### src/rtl/led_seq_ctrl.sv
// LED pattern sequencer: a handshaked config selects IDLE/BLINK/CHASE/COUNT,
// and a prescaler plus per-step counter pace the pattern advance.
module led_seq_ctrl #(
  parameter int unsigned CLK_DIV = 10,
  parameter int unsigned N_LED   = 4
) (
  input  logic             clk,
  input  logic             rst,
  input  logic             cfg_valid,
  output logic             cfg_ready,
  input  logic [1:0]       cfg_mode,
  input  logic [7:0]       cfg_period,
  output logic [N_LED-1:0] led,
  output logic             step,
  output logic             active
);

  typedef enum logic [1:0] {
    ST_IDLE  = 2'd0,
    ST_BLINK = 2'd1,
    ST_CHASE = 2'd2,
    ST_COUNT = 2'd3
  } state_t;

  localparam logic [7:0]       PRESC_TC = 8'(CLK_DIV);
  localparam logic [N_LED-1:0] LED_ONE  = N_LED'(1);

  state_t           state_q, state_d;
  logic [7:0]       period_q, period_d;
  logic [7:0]       presc_q, presc_d;
  logic [7:0]       cnt_q, cnt_d;
  logic [N_LED-1:0] led_q, led_d;
  logic             ready_q, ready_d;
  logic             active_q, active_d;

  logic accept;
  logic tick;
  logic step_evt;

  always_comb begin
    accept   = cfg_valid && ready_q;
    tick     = (presc_q == PRESC_TC);
    step_evt = (state_q != ST_IDLE) && tick && (cnt_q == period_q);

    state_d  = state_q;
    period_d = period_q;
    presc_d  = presc_q;
    cnt_d    = cnt_q;
    led_d    = led_q;
    ready_d  = !accept;

    if (accept) begin
      // A new configuration overrides any coincident step event.
      state_d  = state_t'(cfg_mode);
      period_d = cfg_period;
      presc_d  = '0;
      cnt_d    = '0;
      led_d    = (state_t'(cfg_mode) == ST_CHASE) ? LED_ONE : '0;
    end else if (state_q != ST_IDLE) begin
      presc_d = tick ? '0 : presc_q + 8'd1;
      if (tick) begin
        cnt_d = (cnt_q == period_q) ? '0 : cnt_q + 8'd1;
      end
      if (step_evt) begin
        unique case (state_q)
          ST_BLINK: led_d = ~led_q;
          ST_CHASE: led_d = {led_q[N_LED-2:0], led_q[N_LED-1]};
          ST_COUNT: led_d = led_q + LED_ONE;
          default:  led_d = '0;
        endcase
      end
    end

    active_d = (state_d != ST_IDLE);
  end

  always_ff @(posedge clk or posedge rst) begin
    if (rst) begin
      state_q  <= ST_IDLE;
      period_q <= '0;
      presc_q  <= '0;
      cnt_q    <= '0;
      led_q    <= '0;
      ready_q  <= 1'b0;
      active_q <= 1'b0;
    end else begin
      state_q  <= state_d;
      period_q <= period_d;
      presc_q  <= presc_d;
      cnt_q    <= cnt_d;
      led_q    <= led_d;
      ready_q  <= ready_d;
      active_q <= active_d;
    end
  end

  assign cfg_ready = ready_q;
  assign led       = led_q;
  assign step      = step_evt && !accept;
  assign active    = active_q;

endmodule

### config.mk
export PLATFORM = sky130hd
export DESIGN_NAME = led_seq_ctrl
export DESIGN_NICKNAME = d
export VERILOG_FILES = /design/src/rtl/led_seq_ctrl.sv
export SDC_FILE = /design/constraint.sdc
export NUM_CORES = 1
export LEC_CHECK = 0
export BUFFER_PORTS_ARGS = -buffer_cell sky130_fd_sc_hd__buf_2
export CORE_MARGIN = 2
export CORE_UTILIZATION = 50
export CTS_CLUSTER_DIAMETER = 50
export DETAILED_ROUTE_END_ITERATION = 8
export PLACE_DENSITY = 0.68
export SETUP_SLACK_MARGIN = 0.4
export SLEW_MARGIN = 20
export SYNTH_ARGS = -nofsm -noshare
export SYNTH_HDL_FRONTEND = slang
export SYNTH_SLANG_ARGS = --single-unit
### constraint.sdc
create_clock -name clk -period 3.9 [get_ports clk]
set_input_delay 0.39 -clock clk [delete_from_list [all_inputs] [get_ports clk]]
set_output_delay 0.39 -clock clk [all_outputs]
set_load 0.01 [all_outputs]
==> results of run 1 <==
[worst max-delay path: cells and delay by family (launching register included)]
kind                   cells  cell delay [ps]
buffers and inverters      1              560
DFF                        1              370
AOI/OAI and AO/OA          1              130
and+or+nand+nor            3             1200
[logic make-up after synthesis]
group | Yosys count
buffers and inverters | 15
adders and majority gates | 4
xor gates and xnor gates | 15
DFF | 32
and+or+nand+nor | 97
muxes | 5
AOI/OAI and AO/OA | 28
[synth_stat cells, types with 2 or more instances]
master	number	area [sq um]
nor2b_1	2	12.51
a31oi_1	4	25.02
o211ai_1	2	15.01
a21oi_1	4	20.02
xnor2_1	13	113.9
and2_1	2	12.51
inv_1	6	22.52
o2111ai_1	2	17.52
nand3_1	5	25.02
a22o_1	2	17.52
nor3_1	4	20.02
nor4_1	4	25.02
xor2_1	2	17.52
or2_2	2	12.51
o21ai_0	5	25.02
dfrtp_1	32	800.8
a211oi_1	2	15.01
and4_1	2	17.52
or3_1	2	12.51
mux2i_1	5	50.05
ha_1	4	50.05
and3_2	2	15.01
nor2_1	16	60.06
nand2_1	45	168.9
nand4_1	4	25.02
clkbuf_1	5	18.77
buf_2	3	15.01
[routing by layer]
metal	GRT usage (%)	up-vias
met5	0	-
li1	-	712
met3	6.690	5
met1	25.97	715
met2	33.33	46
met4	5.707	0
[how the worst min path moves through the flow]
stage                        endpoint  slack, ps
final                     period_q[3]        110
after global routing       presc_q[4]        130
after CTS                 period_q[3]        120
after detailed placement  period_q[5]        490
after global placement      cfg_ready        490
after floorplan           period_q[7]        470
[area by class of cell]
cell class	instances	area share, %
multi-input combinational	149	46.09
sequential	32	40.02
timing repair buffer	20	5.128
clock buffer	7	3.252
tap	46	2.877
clock inverter	1	1.501
inverter	6	1.126
[through the flow]
| step | area [sq um] | utilization, % | cells | setup slack, ps |
|---|---|---|---|---|
| 5_1_grt | 2001 | 59.03 | 261 | 1252 |
| 3_3_place_gp | 1906 | 56.22 | 253 | 1530 |
| 2_1_floorplan | 1790 | - | 196 | 2221 |
| 4_1_cts | 2001 | 59.03 | 261 | 1498 |
| 6_report | 2001 | 59.03 | 261 | 1531 |
| 3_5_place_dp | 1906 | 56.22 | 253 | 1422 |
[power breakdown]
part | leakage, nW | switching [mW] | internal (mW)
combinational | 0.409 | 0.0814 | 0.0677
clock | 0.0515 | 0.117 | 0.170
sequential | 0.417 | 0.0400 | 0.364
total | 0.878 | 0.238 | 0.601
[flip-flops by register name, indices dropped and copies added, names as in the netlist]
register and flops:
cnt_q 8, cfg_ready 1, active 1, led 4, state_q 2, presc_q 8
period_q 8
==> qor.txt, run 1 <==
outcome -> completed
fin crit period -> 2369 ps
Top Ports -> 20
Initial Utilization -> 52.82%
Final Skew -> 8.703 ps
core area -> 3390 sq um
global-route wire length before repair -> 6.506 mm
R2R Setup Slk -> 1530 ps
vias in the first global route -> 1412
max-cap viol count -> 0
Critical Path AT -> 2590 ps
fraction of the mapped netlist area in compound gates -> 11.25%
RR Startpoint -> cfg_ready
syn_nets -> 213
Ant. Diodes -> 0
H-Tree Depth -> 2
endpoints failing hold -> 0
vias per cell -> 5.663
footprint of the multi-input gates -> 922.1 sq um
Die Wd -> 63.84 um
Layout area overhead -> 11.74%
post-synthesis cell count -> 196
multiplexer share of the synthesized area -> 2.795%
Crit. Startpoint -> cfg_ready
Worst path max stage delay -> 720 ps
Synth Area in Adders -> 2.795%
Synth Register Bits -> 32
startpoint types -> flop
crit-path max FO -> 24
Yosys cell types -> 42
Setup Crit Path Kind -> flop to flop
pwr/cell area -> 419.8 nW/um^2
Worst Path Required -> 4120 ps
initial antenna violation count -> 0
cells along the critical path -> and2_1, inv_1, nand2_1, o21ai_0, or2_2
Slew Limit Fails -> 0
post_cts resized -> 0
Clock Latency Late Sink -> 340 ps
M1 WL -> 1.635 mm
yosys warns -> 0
async set or reset register ratio after synthesis -> 100.0%
Post-CTS Repair Setup Buffers -> 0
Tot GR Track Use -> 20.45%
number of synthesized flops with an enable pin -> 0
Worst-Margin Slew -> 889.1 ps
antenna-violating nets left -> 0
most common cell after layout, fill and taps aside -> nand2_1
CP endpoint kind -> flop
CP endpoint -> active
drt pass-1 iters -> 4
CTS Buf Count -> 5
RSZ-0062 raised after global routing -> no
commonest non-fill, non-tap cells in the layout -> 45 x nand2_1, 32 x dfrtp_1, 19 x buf_2
gpl congestion -> 0.8316
Worst-path clk slew -> 110 ps
IO Port Bufs -> 19
share of cells above drive strength 1 -> 18.14%
Slowest cell on crit path -> and2_1
Synth Area in Simple Gates -> 27.32%
setup violators final -> 0
Tcrit/Tclk final -> 60.75%
Post-Syn Area -> 1790 sq um
Final HPWL DP -> 2.546 mm
FF+latch area -> 800.8 sq um
Hold Buf Count CTS -> 0
max_slew headroom -> 40.73%
# DRC -> 0
Hold Slack -> 113.1 ps
largest net degree at the start of global routing -> 33
Synth Flop Type -> dfrtp_1
highest metal used -> met4
Sum Neg Setup Slack -> 0 ps
Layout fillers -> 317
WL final -> 3.691 mm
Tot Pwr -> 0.8400 mW
met3 wire len -> 181 um
reg2reg end -> active
row count -> 21
Via Count -> 1478
Seq/Total Area, Yosys -> 44.72%
DRT iter0 DRCs -> 165
wire length per cell -> 14.14 um
leakage -> 0.8777 nW
Post-Synth XOR/XNOR Area -> 7.338%
Nets -> 231
clk root buf -> clkbuf_4
DR WL met2 -> 1.839 mm
Clock Sinks -> 32
die area -> 4076 sq um
CTS Buffer Depth -> 2
synthesized area per cell -> 9.135 sq um
Reg2Reg Depth -> 5
Max rail drop VDD -> 0.2448 mV
die height -> 63.84 um
Hold Path Class -> primary input to asynchronous set/reset pin
Fmax achieved -> 422.1 MHz
TritonCTS clock tree -> yes
total overflow reported by the global router -> 0
largest family of logic cells by synthesized area -> simple AND/OR/NAND/NOR gates
Note: power is estimated with default switching activity, not from simulation.
==> run 2: changes to the inputs <==
Settings changed: PLACE_DENSITY 0.68 to 0.71.
Clock period 3.9 ns to 2.1 ns, I/O delays scaled along.
==> qor.txt, run 2 (same netlist as run 1, synthesis figures left out) <==
outcome -> completed
core area -> 3390 sq um
vias per cell -> 5.643
Worst path max stage delay -> 470 ps
Die Wd -> 63.84 um
Initial Utilization -> 52.82%
Sum Neg Setup Slack -> 0 ps
total overflow reported by the global router -> 0
endpoints failing hold -> 0
clk root buf -> clkbuf_4
Clock Latency Late Sink -> 330 ps
Ant. Diodes -> 0
global-route wire length before repair -> 7.445 mm
antenna-violating nets left -> 0
CP bufs+invs -> 1
Final HPWL DP -> 2.665 mm
Critical Path AT -> 1650 ps
CTS Buf Count -> 5
CP top delay family -> simple AND/OR/NAND/NOR gates
Tcrit/Tclk final -> 88.36%
fin cells -> 286
Worst-path clk slew -> 90 ps
commonest non-fill, non-tap cells in the layout -> 45 x nand2_1, 28 x dfrtp_1, 19 x buf_2, 19 x buf_4, 15 x nor2_1
share of cells above drive strength 1 -> 33.33%
Tot Pwr -> 1.615 mW
setup violators final -> 0
Slowest cell on crit path -> dfrtp_1
Nets -> 256
pwr/cell area -> 700.0 nW/um^2
cells along the critical path -> xnor2_2, and4_4, nand2_1, nor3_2, buf_2
leakage -> 1.015 nW
gpl congestion -> 0.8337
row count -> 21
Clock Sinks -> 32
Hold Path Class -> primary input to flop
Via Count -> 1614
biggest regs -> cnt_q (8), period_q (8), presc_q (8)
die area -> 4076 sq um
wire length per cell -> 15.72 um
Max rail drop VDD -> 0.4931 mV
max-cap viol count -> 0
startpoint types -> flop
H-Tree Depth -> 2
initial antenna violation count -> 0
drt pass-1 iters -> 4
RSZ-0062 raised after global routing -> yes
vias in the first global route -> 1670
most common cell after layout, fill and taps aside -> nand2_1
IO Port Bufs -> 19
die height -> 63.84 um
WL final -> 4.496 mm
Top Ports -> 20
Final Skew -> 8.456 ps
post-route cell area -> 2307 sq um
Worst-Margin Slew -> 436.9 ps
CP endpoint kind -> primary output
Worst Path Required -> 1890 ps
max_slew headroom -> 70.84%
Final WS setup -> 244.3 ps
# DRC -> 0
Layout area overhead -> 28.86%
Fmax achieved -> 538.9 MHz
Inst Count DP -> 257
TritonCTS clock tree -> yes
Setup Crit Path Kind -> flop to primary output
Slew Limit Fails -> 0
fin crit period -> 1856 ps
crit-path max FO -> 5
Tot GR Track Use -> 23.71%
Post-DP Area -> 1936 sq um
Post-Place Worst Slack -> 159.0 ps
CTS Buffer Depth -> 2
largest net degree at the start of global routing -> 33
DRT iter0 DRCs -> 67
## run 2: final timing paths
| check | start | end | slack [ps] | cells after the start |
|---|---|---|---|---|
| max | cnt_q[6] | step | 240 | 5 |
| min | cfg_period[3] | period_q[3] | 70 | 3 |
| max reg2reg | presc_q[0] | cnt_q[3] | 280 | 8 |
| min reg2reg | period_q[2] | period_q[2] | 510 | 2 |
| max in group asynchronous | rst | cnt_q[4] | 1290 | 4 |
| min in group asynchronous | rst | period_q[0] | 500 | 4 |
## run 2: per-layer routing
layer / routed length, um / vias to the layer above / global-route usage (%)
met1: 1976 / 799 / 27.50
li1: - / 768 / -
met4: 62 / 0 / 11.68
met3: 179 / 7 / 6.338
met2: 2277 / 40 / 40.23
met5: 0 / - / 0
## run 2: tightest hold or removal path, stage by stage
cell	delay, ps
buf_2	70
nand2_1	40
nand2_1	40
## run 2: per-stage QoR
stage / hold slack [ps] / util (%)
floorplan: 315.4 / -
global placement: 305.7 / 57.11
detailed placement: 324.4 / 57.11
CTS: 54.81 / 65.52
global route: 57.87 / 68.07
finish: 66.12 / 68.07
## run 2: area by class of cell
cell class                 instances  area, sq um
clock buffer                       6        41.29
clock inverter                     2        35.03
fill                             280         1082
inverter                           6        22.52
multi-input combinational        149         1030
sequential                        32        805.8
tap                               46        57.56
timing repair buffer              45        315.3
## run 2: repair_timing
item | 4_1_cts | 5_1_grt
gates cloned | 0 | 0
endpoints found under the hold margin | 32 | 0
endpoints found under the setup margin | 12 | 14
hold buffers | 1 | 0
setup buffers | 18 | 2
pin swaps | 7 | 7
gates resized for setup | 19 | 13
## run 2: power breakdown
part / switching [mW] / internal [mW] / total (mW) / leakage [nW]
Clock: 0.216 / 0.249 / 0.466 / 0.0422
Sequential: 0.0616 / 0.675 / 0.737 / 0.410
Combinational: 0.204 / 0.208 / 0.412 / 0.563
Total: 0.482 / 1.13 / 1.61 / 1.02
